[config.mk]
export PLATFORM = sky130hd
export DESIGN_NAME = slt_serial_compare
export DESIGN_NICKNAME = d
export VERILOG_FILES = /design/src/rtl/slt_serial_compare.sv
export SDC_FILE = /design/constraint.sdc
export NUM_CORES = 1
export LEC_CHECK = 0
export CAP_MARGIN = 20
export CORE_MARGIN = 2
export CORE_UTILIZATION = 50
export DETAILED_ROUTE_END_ITERATION = 10
export DONT_BUFFER_PORTS = 1
export GPL_ROUTABILITY_DRIVEN = 0
export PLACE_DENSITY = 0.65
export SLEW_MARGIN = 5
export SYNTH_ARGS = -nofsm -noshare
export SYNTH_HDL_FRONTEND = slang
export SYNTH_SLANG_ARGS = --single-unit
[constraint.sdc]
create_clock -name clk -period 4.3 [get_ports clk]
set_input_delay 1.075 -clock clk [delete_from_list [all_inputs] [get_ports clk]]
set_output_delay 1.075 -clock clk [all_outputs]
set_load 0.1 [all_outputs]
[src/rtl/slt_serial_compare.sv]
// -----------------------------------------------------------------------------
// slt_serial_compare
//   Multi-cycle set-less-than comparator for the slt/sltu R-type datapath.
//   Computes a - b, BITS_PER_CYCLE bits per clock from the LSB upwards,
//   carrying a ripple borrow between cycles. It then derives the 1-bit
//   less-than flag, which a downstream zero-extend buffer widens into the
//   ALU result word.
//
//   Optional feature macro: SLT_EQ_FLAG_EN
//     defined   -> extra output eq_o (all difference bits zero)
//     undefined -> no eq_o port and no zero-tracking logic
//
// Parameters
//   WIDTH           operand width in bits
//   BITS_PER_CYCLE  bits processed per RUN cycle; must divide WIDTH
//
// Ports
//   clk          in   rising-edge clock
//   rst_n        in   asynchronous active-low reset
//   start_i      in   request, sampled only in IDLE and DONE
//   is_signed_i  in   1 = slt (two's complement), 0 = sltu (unsigned)
//   a_i          in   operand rs, captured on the accepted start cycle
//   b_i          in   operand rt, captured on the accepted start cycle
//   busy_o       out  high while in RUN
//   done_o       out  one-cycle pulse when lt_o becomes valid
//   lt_o         out  1 if a < b in the selected mode; held until next DONE
//   eq_o         out  (SLT_EQ_FLAG_EN only) 1 if a == b; updated with lt_o
// -----------------------------------------------------------------------------
module slt_serial_compare #(
  parameter int WIDTH          = 32,
  parameter int BITS_PER_CYCLE = 1
) (
  input  logic             clk,
  input  logic             rst_n,
  input  logic             start_i,
  input  logic             is_signed_i,
  input  logic [WIDTH-1:0] a_i,
  input  logic [WIDTH-1:0] b_i,
  output logic             busy_o,
  output logic             done_o,
  output logic             lt_o
`ifdef SLT_EQ_FLAG_EN
  ,
  output logic             eq_o
`endif
);

  localparam int CW = $clog2(WIDTH + 1);
  localparam logic [CW-1:0] STEP = CW'(BITS_PER_CYCLE);
  localparam logic [CW-1:0] LAST = CW'(WIDTH);

  typedef enum logic [1:0] {
    S_IDLE = 2'd0,
    S_RUN  = 2'd1,
    S_DONE = 2'd2
  } state_e;

  // Full-subtractor borrow-out for one bit of a - b.
  function automatic logic borrow_bit(input logic ai, input logic bi, input logic bin);
    return (~ai & bi) | (~(ai ^ bi) & bin);
  endfunction

  // Full-subtractor difference for one bit of a - b.
  function automatic logic diff_bit(input logic ai, input logic bi, input logic bin);
    return ai ^ bi ^ bin;
  endfunction

  state_e                    state_q;
  logic [WIDTH-1:0]          a_q;
  logic [WIDTH-1:0]          b_q;
  logic                      borrow_q;
  logic [CW-1:0]             count_q;
  logic                      signed_q;
  logic                      busy_q;
  logic                      done_q;
  logic                      lt_q;

  logic [BITS_PER_CYCLE-1:0] diff_d;
  logic                      borrow_d;
  logic [CW-1:0]             count_d;
  logic                      last_d;
  logic                      lt_d;
  logic                      br_s;
  logic                      a_msb_s;
  logic                      b_msb_s;
  logic                      d_msb_s;
  logic                      ovf_s;

`ifdef SLT_EQ_FLAG_EN
  logic                      nz_q;
  logic                      nz_d;
  logic                      eq_q;
`endif

  // Slice datapath: ripple-borrow subtract of the low BITS_PER_CYCLE operand bits
  // and the less-than flag as it would read if this were the final slice.
  always_comb begin
    br_s   = borrow_q;
    diff_d = '0;
    for (int i = 0; i < BITS_PER_CYCLE; i++) begin
      diff_d[i] = diff_bit(a_q[i], b_q[i], br_s);
      br_s      = borrow_bit(a_q[i], b_q[i], br_s);
    end
    borrow_d = br_s;
    count_d  = count_q + STEP;
    last_d   = (count_d == LAST);

    // On the final slice the top bit of the shifted operands is the original MSB.
    a_msb_s  = a_q[BITS_PER_CYCLE-1];
    b_msb_s  = b_q[BITS_PER_CYCLE-1];
    d_msb_s  = diff_d[BITS_PER_CYCLE-1];
    ovf_s    = (a_msb_s ^ b_msb_s) & (a_msb_s ^ d_msb_s);

    if (signed_q) begin
      lt_d = d_msb_s ^ ovf_s;
    end else begin
      lt_d = borrow_d;
    end

`ifdef SLT_EQ_FLAG_EN
    nz_d = nz_q | (|diff_d);
`endif
  end

  // Control FSM with operand shift registers and registered status outputs.
  always_ff @(posedge clk or negedge rst_n) begin
    if (!rst_n) begin
      state_q  <= S_IDLE;
      a_q      <= '0;
      b_q      <= '0;
      borrow_q <= 1'b0;
      count_q  <= '0;
      signed_q <= 1'b0;
      busy_q   <= 1'b0;
      done_q   <= 1'b0;
      lt_q     <= 1'b0;
`ifdef SLT_EQ_FLAG_EN
      nz_q     <= 1'b0;
      eq_q     <= 1'b0;
`endif
    end else begin
      case (state_q)
        S_IDLE, S_DONE: begin
          done_q <= 1'b0;
          if (start_i) begin
            a_q      <= a_i;
            b_q      <= b_i;
            signed_q <= is_signed_i;
            borrow_q <= 1'b0;
            count_q  <= '0;
`ifdef SLT_EQ_FLAG_EN
            nz_q     <= 1'b0;
`endif
            busy_q   <= 1'b1;
            state_q  <= S_RUN;
          end else begin
            state_q  <= S_IDLE;
          end
        end

        S_RUN: begin
          a_q      <= a_q >> BITS_PER_CYCLE;
          b_q      <= b_q >> BITS_PER_CYCLE;
          borrow_q <= borrow_d;
          count_q  <= count_d;
`ifdef SLT_EQ_FLAG_EN
          nz_q     <= nz_d;
`endif
          if (last_d) begin
            lt_q    <= lt_d;
`ifdef SLT_EQ_FLAG_EN
            eq_q    <= ~nz_d;
`endif
            busy_q  <= 1'b0;
            done_q  <= 1'b1;
            state_q <= S_DONE;
          end else begin
            state_q <= S_RUN;
          end
        end

        default: begin
          busy_q  <= 1'b0;
          done_q  <= 1'b0;
          state_q <= S_IDLE;
        end
      endcase
    end
  end

  assign busy_o = busy_q;
  assign done_o = done_q;
  assign lt_o   = lt_q;
`ifdef SLT_EQ_FLAG_EN
  assign eq_o   = eq_q;
`endif

endmodule

==> results of run 1 <==
## per-layer routing
metal | global-route usage | vias up
met5 | 0 | -
met4 | 0.04755 | 0
met3 | 0.08106 | 7
met2 | 0.2968 | 62
met1 | 0.2883 | 1292
li1 | - | 1340
## cell families (layout without fill, tap and decap cells)
family | after synthesis | after routing
flip-flops | 77 | 77
AND/OR/NAND/NOR | 207 | 207
XOR/XNOR | 3 | 3
buffers and inverters | 34 | 23
adder cells (fa/ha/maj) | 3 | 3
AO/OA/AOI/OAI | 87 | 87
## cells in the mapped netlist (all sizes together)
cell     number
nand2       129
dfrtp        77
nor2         67
a31oi        62
clkbuf       26
o21ai        12
a21oi         5
a22o          4
buf           4
inv           4
ha            3
a21o          2
nand2b        2
nand3         2
nor2b         2
nor3          2
xor2          2
a2111oi       1
a221oi        1
and2          1
and3          1
or3           1
xnor2         1
## metrics by stage
stage	hold WS [ns]	setup slack, ns	cells	utilization	area, µm²
after floorplan	0.4497	2.194	411	-	3492
after global placement	0.4892	1.825	481	0.5217	3545
after detailed placement	0.4834	1.772	481	0.5217	3545
after CTS	0.4000	1.906	496	0.5479	3722
after global routing	0.3859	1.890	496	0.5479	3722
final	0.4186	1.932	496	0.5479	3722
## worst max-delay path by stage
| stage | start | end | slack, ns | cells after the start |
|---|---|---|---|---|
| after CTS | busy_o$_DFFE_PN0P_ | busy_o | 1.91 | 0 |
| after detailed placement | start_i | borrow_q$_DFFE_PN0P_ | 1.77 | 5 |
| final | busy_o$_DFFE_PN0P_ | busy_o | 1.93 | 0 |
| after global placement | start_i | a_q[22]$_DFFE_PN0P_ | 1.82 | 5 |
| after global routing | busy_o$_DFFE_PN0P_ | busy_o | 1.89 | 0 |
| after floorplan | start_i | b_q[10]$_DFFE_PN0P_ | 2.19 | 6 |
## state kept, by name, summed over array words and instances (netlist names)
| name | count |
|---|---|
| a_q | 32 |
| b_q | 32 |
| count_q | 6 |
| state_q | 2 |
| borrow_q | 1 |
| busy_o | 1 |
| done_o | 1 |
| lt_o | 1 |
| signed_q | 1 |
## power by group through the flow
stage	registers (µW)	logic, µW	clock network (µW)
after floorplan	1290	800	0
after global placement	1330	904	0
after detailed placement	1340	938	0
after CTS	1330	936	521
after global routing	1380	1090	556
final	1330	924	501
## final cells by class
class | instances | area, µm² | area share
flip-flops and latches | 77 | 1927 | 0.5176
multi-input cells | 300 | 1453 | 0.3903
clock buffers | 14 | 172.7 | 0.04639
well taps | 96 | 120.1 | 0.03227
repair buffers | 4 | 30.03 | 0.008067
inverters | 4 | 15.01 | 0.004034
clock inverters | 1 | 5.005 | 0.001345
==> metrics.cfg, run 1 <==
[routing]
wirelength_um = 7083
wl_met1_um = 3423
met2WireLength_um = 3138
post_drt_via_cell_ratio = 5.446
drc = 0
routedWlPerCell_um = 14.28
drtPass1Iterations = 5
final_antenna_net_count = 0
first_iter_violations = 251
wl_met3_um = 461
vias = 2701
top_layer = met4

[outcome]
outcome = completed

[power]
power_uw = 2755
intPower_uw = 1675
clkPwrFrac = 0.182
switchingPower_uw = 1080
power_density_nw_per_um2 = 740.1
switching_share = 0.3922
ir_worst_vdd_mv = 0.2692
p_comb_frac = 0.335
p_leak_uw = 0.001644
pwr-share-seq = 0.483

[timing]
fmax_ghz = 0.4223
finalHoldViolations = 0
setup_viol = 0
worst_clock_skew_ns = 0.006008
rsz0062_at_grt = no
slew-limit-headroom = 0.3896
setup_tns_ns = 0
fin_crit_ns = 2.368
fin_crit_sh = 0.5507
worst_slew_pin_slew_ns = 0.9155
slew_violations = 0

[global_routing]
grt_pass1_wl_um = 12070
grt_max_degree = 85
antenna_found_initial = 0
gr-usage-all-layers = 0.2033
grt_overflow_total = 0
grt_pass1_vias = 2582

[critical_path]
critPathArrivalTime_ns = 1.29
r2r-end = borrow_q$_DFFE_PN0P_
r2r-start = state_q[0]$_DFF_PN0_
required_ns = 3.22
r2r_slack_ns = 2.33
end_kind = output port
crit_fanout = 3
cp-start-kind = register
r2r_cells = 4
path_class = register to output port

[yosys]
yosys_warnings = 0
synthTopCellsByArea = dfrtp_1 (55%), nand2_1 (14%), a31oi_1 (11%)
syn_avg_cell_area_um2 = 8.497
ys_ff_latch = 77
synth_top_family_by_area = simple AND/OR/NAND/NOR gates
syn_nets = 482
netlist.area_leader.share = 0.5518
synth-seq-area-share = 0.5518
yosys.area_share.simple = 0.2315
syn_inst = 411
synth-compound-area-share = 0.1612
muxShareOfSynthArea = 0
synth_xor_area_frac = 0.007524
synth_cell_type_count = 25
synthAdderAreaFrac = 0.01075
synthesis.area_um2 = 3492
synth.largest_area_cell = dfrtp_1

[floorplanning]
die_area_um2 = 7669
io_pins = 71
core_area_um2 = 6794
row_count = 30
die_h_um = 87.57
start_util = 0.5140
die_width_um = 87.57

[cells_and_area]
final_cell_mix = nand2_1 (129), dfrtp_1 (77), nor2_1 (67)
n_antenna_cell = 0
nets = 467
fill_cells = 657
syn2layout_area_growth_pct = 6.593
drive_gt1_frac = 0.06250
final_common_cell = nand2_1

[cts]
cts_resized = 0
cts.clk_slew.worst_paths_ns = 0.07
cts_buffers = 9
htreeDepth = 3
clkLatencyLatePin_ns = 0.34
ctsHoldBuffers = 0
postCtsSetupRepairBufs = 0
cts_tree = yes
cts.path.max_buffers = 2
clock-sinks = 77
cts-root-buf = clkbuf_8

[run]
cap_violations = 0

[placement]
dpl.hpwl_um = 4428
portBuffers = 0

[worst_hold_path]
hold_class = input port to async pin

(Power assumes the default switching activity.)
==> run 2, diff against run 1 <==
Clock period 4.3 ns to 2.33 ns, I/O delays scaled along.
==> run 2 against run 1 <==
  * The run now ends with hold timing left
  * Critical path depth rose by 6
  * Count of clock-buffer cells in the layout fell by 4
  * Hold slack got worse by 0.50 ns
  * Non-clock buffer count rose by 7
  * Largest cell class unchanged
  * Largest power group unchanged
==> metrics.cfg, run 2 (same netlist as run 1, synthesis figures left out) <==
[outcome]
outcome = finished, violations left
violations = hold timing

[critical_path]
critPathArrivalTime_ns = 2.02  ; +0.73 ns
crit_fanout = 6  ; +3
path_class = register to register
r2r_slack_ns = 0.53  ; -1.80 ns
required_ns = 2.56  ; -0.66 ns
cp-start-kind = register
end_kind = register

[power]
p_leak_uw = 0.001684  ; +2.4%
pwr-share-seq = 0.434  ; -0.049
switchingPower_uw = 2025  ; +87%
clkPwrFrac = 0.192  ; +0.010
p_comb_frac = 0.374  ; +0.039
ir_worst_vdd_mv = 0.5077  ; +89%
intPower_uw = 3221  ; +92%
power_density_nw_per_um2 = 1377  ; +86%
switching_share = 0.3860  ; -0.006115

[cts]
clock-sinks = 77  ; unchanged
clkLatencyLatePin_ns = 0.34  ; about the same
htreeDepth = 3  ; unchanged
cts.clk_slew.worst_paths_ns = 0.08  ; about the same
cts.path.max_buffers = 2  ; unchanged
cts_buffers = 9  ; unchanged
cts_tree = yes
cts-root-buf = clkbuf_8

[routing]
post_drt_via_cell_ratio = 5.234  ; -3.9%
drc = 0  ; unchanged
wirelength_um = 6768  ; -4.4%
routedWlPerCell_um = 13.43  ; -6.0%
final_antenna_net_count = 0  ; unchanged
drtPass1Iterations = 4  ; -1
vias = 2638  ; -2.3%
first_iter_violations = 217  ; -14%

[timing]
fin_crit_ns = 1.797
fmax_ghz = 0.5564
slew_violations = 0  ; unchanged
setup_ws_ns = 0.5327  ; -1.399 ns
rsz0062_at_grt = no
setup_viol = 0  ; unchanged
worst_slew_pin_slew_ns = 0.6474  ; -0.2681 ns
worst_clock_skew_ns = 0.009766  ; +0.003758 ns
slew-limit-headroom = 0.5684  ; +0.1788
hold_slack_ns = -0.07701  ; -0.4956 ns
fin_crit_sh = 0.7714
finalHoldViolations = 77  ; +77
setup_tns_ns = 0  ; unchanged

[global_routing]
grt_pass1_wl_um = 11580  ; -4.1%
antenna_found_initial = 0  ; unchanged
grt_overflow_total = 0  ; unchanged
grt_pass1_vias = 2508  ; -2.9%
gr-usage-all-layers = 0.1922  ; -0.01113
grt_max_degree = 78  ; -8.2%

[worst_hold_path]
hold_class = input port to async pin

[floorplanning]
die_width_um = 87.57  ; unchanged
core_area_um2 = 6794  ; unchanged
die_h_um = 87.57  ; unchanged
io_pins = 71  ; unchanged
start_util = 0.5140  ; unchanged
die_area_um2 = 7669  ; unchanged
row_count = 30  ; unchanged

[cells_and_area]
final_common_cell = nand2_1
drive_gt1_frac = 0.08578  ; +0.02328
multiInputGateArea_um2 = 1453  ; unchanged
reg_top3 = a_q (32), b_q (32), count_q (6)
n_antenna_cell = 0  ; unchanged
register_area_um2 = 1927  ; unchanged
fill_cells = 638  ; -2.9%
final_cell_mix = nand2_1 (129), dfrtp_1 (77), nor2_1 (67)
syn2layout_area_growth_pct = 9.101
instances_no_fill = 504  ; +1.6%
nets = 474  ; +1.5%

[placement]
portBuffers = 0  ; unchanged
dpl.hpwl_um = 4287  ; -3.2%
placedCellCount = 488  ; +1.5%
pre_cts_ws_ns = 0.5441  ; -1.228 ns

[run]
cap_violations = 0  ; unchanged

run 2: final cells by class:
class                   instances  area share
repair buffers                 11     0.02496
clock buffers                  10     0.03612
flip-flops and latches         77      0.5057
multi-input cells             300      0.3813
well taps                      96     0.03153
inverters                       4    0.003941
clock inverters                 6     0.01642
run 2: worst max-delay path, stage by stage (launching register included):
cell	delay, ns
dfrtp_1	0.44
ha_1	0.28
nor3_1	0.19
a31oi_1	0.09
a2111oi_4	0.42
and2_4	0.22
a21oi_2	0.04
run 2: routing by layer:
layer / global-route usage / routed length, µm
met2: 0.2975 / 3078
met3: 0.05655 / 418
met5: 0 / 0
met1: 0.2639 / 3199
met4: 0.05874 / 72
run 2: final timing paths:
path                                         from                  end  depth (start not counted)
max                        count_q[0]$_DFFE_PN0P_     lt_o$_DFFE_PN0P_                          6
min                                         rst_n  b_q[25]$_DFFE_PN0P_                          0
max reg2reg                count_q[0]$_DFFE_PN0P_     lt_o$_DFFE_PN0P_                          6
min reg2reg                    a_q[1]$_DFFE_PN0P_   a_q[0]$_DFFE_PN0P_                          2
max in group asynchronous                   rst_n   b_q[3]$_DFFE_PN0P_                          0
min in group clk                          a_i[26]  a_q[26]$_DFFE_PN0P_                          2
run 2: per-stage QoR:
stage,total power (µW),util,cell area [µm²]
finish,5246,0.5608,3810
global route,5739,0.5608,3810
CTS,5303,0.5608,3810
detailed placement,4280,0.5313,3610
global placement,4209,0.5313,3610
floorplan,3849,-,3492
run 2: power groups by stage:
stage          combinational [µW]  sequential, µW  clock (µW)
6_report                     1960            2280        1010
5_1_grt                      2280            2360        1100
4_1_cts                      1990            2280        1040
3_5_place_dp                 1980            2300           0
3_3_place_gp                 1930            2280           0
2_1_floorplan                1480            2370           0
run 2: timing repair:
action / 4_1_cts / 5_1_grt
endpoints found under the hold margin: 77 / 77
gates resized for setup: 0 / 0
setup buffers: 0 / 0
setup endpoints to repair: 0 / 0
==> run 3, diff against run 2 <==
Clock period 2.33 ns to 1.71 ns, I/O delays scaled along.
==> run 3 against run 2 <==
  * The run still ends with hold timing left
  * Hold slack lost 0.15 ns
  * Routed wire length is 3.3% higher
  * Clock power grew 32%
  * First-iteration DRC count fell by 28%
  * Combinational power up 54%
  * Utilization is 2.2 points higher
  * Critical endpoint unchanged
==> metrics.cfg, run 3 (same netlist as run 1, synthesis figures left out) <==
[floorplanning]
core_area_um2 = 6794  ; unchanged
die_width_um = 87.57  ; unchanged
die_h_um = 87.57  ; unchanged
die_area_um2 = 7669  ; unchanged
row_count = 30  ; unchanged
io_pins = 71  ; unchanged
start_util = 0.5140  ; unchanged

[routing]
first_iter_violations = 156  ; -28%
final_antenna_net_count = 0  ; unchanged
drc = 0  ; unchanged
vias = 2762  ; +4.7%
post_drt_via_cell_ratio = 5.395  ; +3.1%
routedWlPerCell_um = 13.66  ; +1.7%
wirelength_um = 6994  ; +3.3%
drtPass1Iterations = 5  ; +1

[critical_path]
required_ns = 1.93  ; -0.63 ns
slowest_delay_ns = 0.43  ; about the same
cp-start-kind = register
r2r_slack_ns = 0.06  ; -0.47 ns
slowest_stage = dfrtp_2
critPathBufInv = 0  ; unchanged
r2r_cells = 5  ; -1
cp_cell_sequence = nand3_2 -> or3_4 -> a2111oi_4 -> and2_4 -> a21oi_2
end_kind = register
crit_end = lt_o$_DFFE_PN0P_
critPathArrivalTime_ns = 1.87  ; -0.15 ns
crit_family = simple AND/OR/NAND/NOR gates
crit_fanout = 5  ; -1
crit_path_start = count_q[1]$_DFFE_PN0P_
cp.depth = 5  ; -1
path_class = register to register
r2r-end = lt_o$_DFFE_PN0P_
r2r-start = count_q[1]$_DFFE_PN0P_

[power]
power_density_nw_per_um2 = 1881  ; +37%
p_comb_frac = 0.404  ; +0.030
switching_share = 0.3882  ; +0.002164
intPower_uw = 4552  ; +41%
clkPwrFrac = 0.179  ; -0.013
ir_worst_vdd_mv = 0.6514  ; +28%
pwr-share-seq = 0.417  ; -0.017
p_leak_uw = 0.001742  ; +3.4%
switchingPower_uw = 2888  ; +43%

[cells_and_area]
final_cell_mix = nand2_1 (129), dfrtp_1 (75), nor2_1 (67)
n_antenna_cell = 0  ; unchanged
reg_top3 = a_q (32), b_q (32), count_q (6)
multiInputGateArea_um2 = 1504  ; +3.5%
final_common_cell = nand2_1
fill_cells = 625  ; -2.0%
syn2layout_area_growth_pct = 13.29
register_area_um2 = 1929  ; +0.13%
instances_no_fill = 512  ; +1.6%
nets = 482  ; +1.7%
drive_gt1_frac = 0.1178  ; +0.03200

[placement]
dpl.hpwl_um = 4519  ; +5.4%
placedCellCount = 495  ; +1.4%
portBuffers = 0  ; unchanged
pre_cts_ws_ns = 0.01464  ; -0.5294 ns

[cts]
clkLatencyLatePin_ns = 0.34  ; about the same
cts_buffers = 9  ; unchanged
cts.path.max_buffers = 2  ; unchanged
cts-root-buf = clkbuf_8
htreeDepth = 3  ; unchanged
cts.clk_slew.worst_paths_ns = 0.08  ; about the same
clock-sinks = 77  ; unchanged
cts_tree = yes

[run]
cap_violations = 0  ; unchanged

[global_routing]
grt_pass1_vias = 2579  ; +2.8%
grt_pass1_wl_um = 11850  ; +2.4%
grt_overflow_total = 0  ; unchanged
grt_max_degree = 78  ; unchanged
antenna_found_initial = 0  ; unchanged
gr-usage-all-layers = 0.1960  ; +0.003885

[timing]
worst_clock_skew_ns = 0.005324  ; -0.004442 ns
worst_slew_pin_slew_ns = 0.4017  ; -0.2456 ns
slew-limit-headroom = 0.7293  ; +0.1609
fin_crit_ns = 1.646  ; -0.1512 ns
fin_crit_sh = 0.9626  ; +0.1913
rsz0062_at_grt = yes
setup_ws_ns = 0.06387  ; -0.4688 ns
setup_viol = 0  ; unchanged
slew_violations = 0  ; unchanged
hold_slack_ns = -0.2246  ; -0.1476 ns
finalHoldViolations = 77  ; unchanged
fmax_ghz = 0.6075  ; +9.2%

[worst_hold_path]
hold_class = input port to async pin

[outcome]
outcome = finished, violations left
violations = hold timing

-- run 3: changes by cell type in the layout (fill, tap and decap cells not counted), moves of 2 or more --
cell | previous run | this run
dfrtp_2 | 0 | 2
dfrtp_1 | 77 | 75
buf_4 | 10 | 14
buf_12 | 1 | 4
-- run 3: power groups by stage --
stage | combinational (µW) | clock [µW] | sequential (µW)
after CTS | 2910 | 1380 | 3080
after detailed placement | 2900 | 0 | 3100
after global routing | 3440 | 1460 | 3210
after floorplan | 2010 | 0 | 3230
final | 3010 | 1330 | 3100
after global placement | 2810 | 0 | 3070
-- run 3: worst min-delay path by stage --
stage / to / start / slack [ns]
floorplan: a_q[0]$_DFFE_PN0P_ / rst_n / 0.13
global placement: b_q[25]$_DFFE_PN0P_ / rst_n / 0.13
detailed placement: b_q[23]$_DFFE_PN0P_ / rst_n / 0.13
CTS: a_q[21]$_DFFE_PN0P_ / rst_n / -0.25
global route: b_q[31]$_DFFE_PN0P_ / rst_n / -0.26
finish: b_q[26]$_DFFE_PN0P_ / rst_n / -0.22
-- run 3: repair_timing --
item                                    CTS  global route
endpoints found under the hold margin    77            77
resized for setup                         0            11
setup buffers                             0             1
endpoints found under the setup margin    0             4
-- run 3: area by class of cell --
class                           instances  share of cell area
Timing Repair Buffer                   19             0.04965
Multi-Input combinational cell        300              0.3801
Clock inverter                          6             0.01613
Sequential cell                        77              0.4877
Inverter                                4            0.003795
Clock buffer                           10             0.03226
Tap cell                               96             0.03036
-- run 3: metrics by stage --
step	TNS (ns)	util	area [µm²]	power, µW
2_1_floorplan	0	-	3492	5244
3_5_place_dp	0	0.5446	3700	6004
6_report	0	0.5823	3956	7441
5_1_grt	-0.1343	0.5823	3956	8111
3_3_place_gp	0	0.5446	3700	5882
4_1_cts	0	0.5727	3891	7364
-- run 3: routing by layer --
layer	share of wire	vias to the layer above	track usage
met4	0.0073	0	0.04336
met3	0.064	6	0.06880
met1	0.45	1301	0.2610
li1	-	1374	-
met5	0	-	0
met2	0.47	81	0.3127
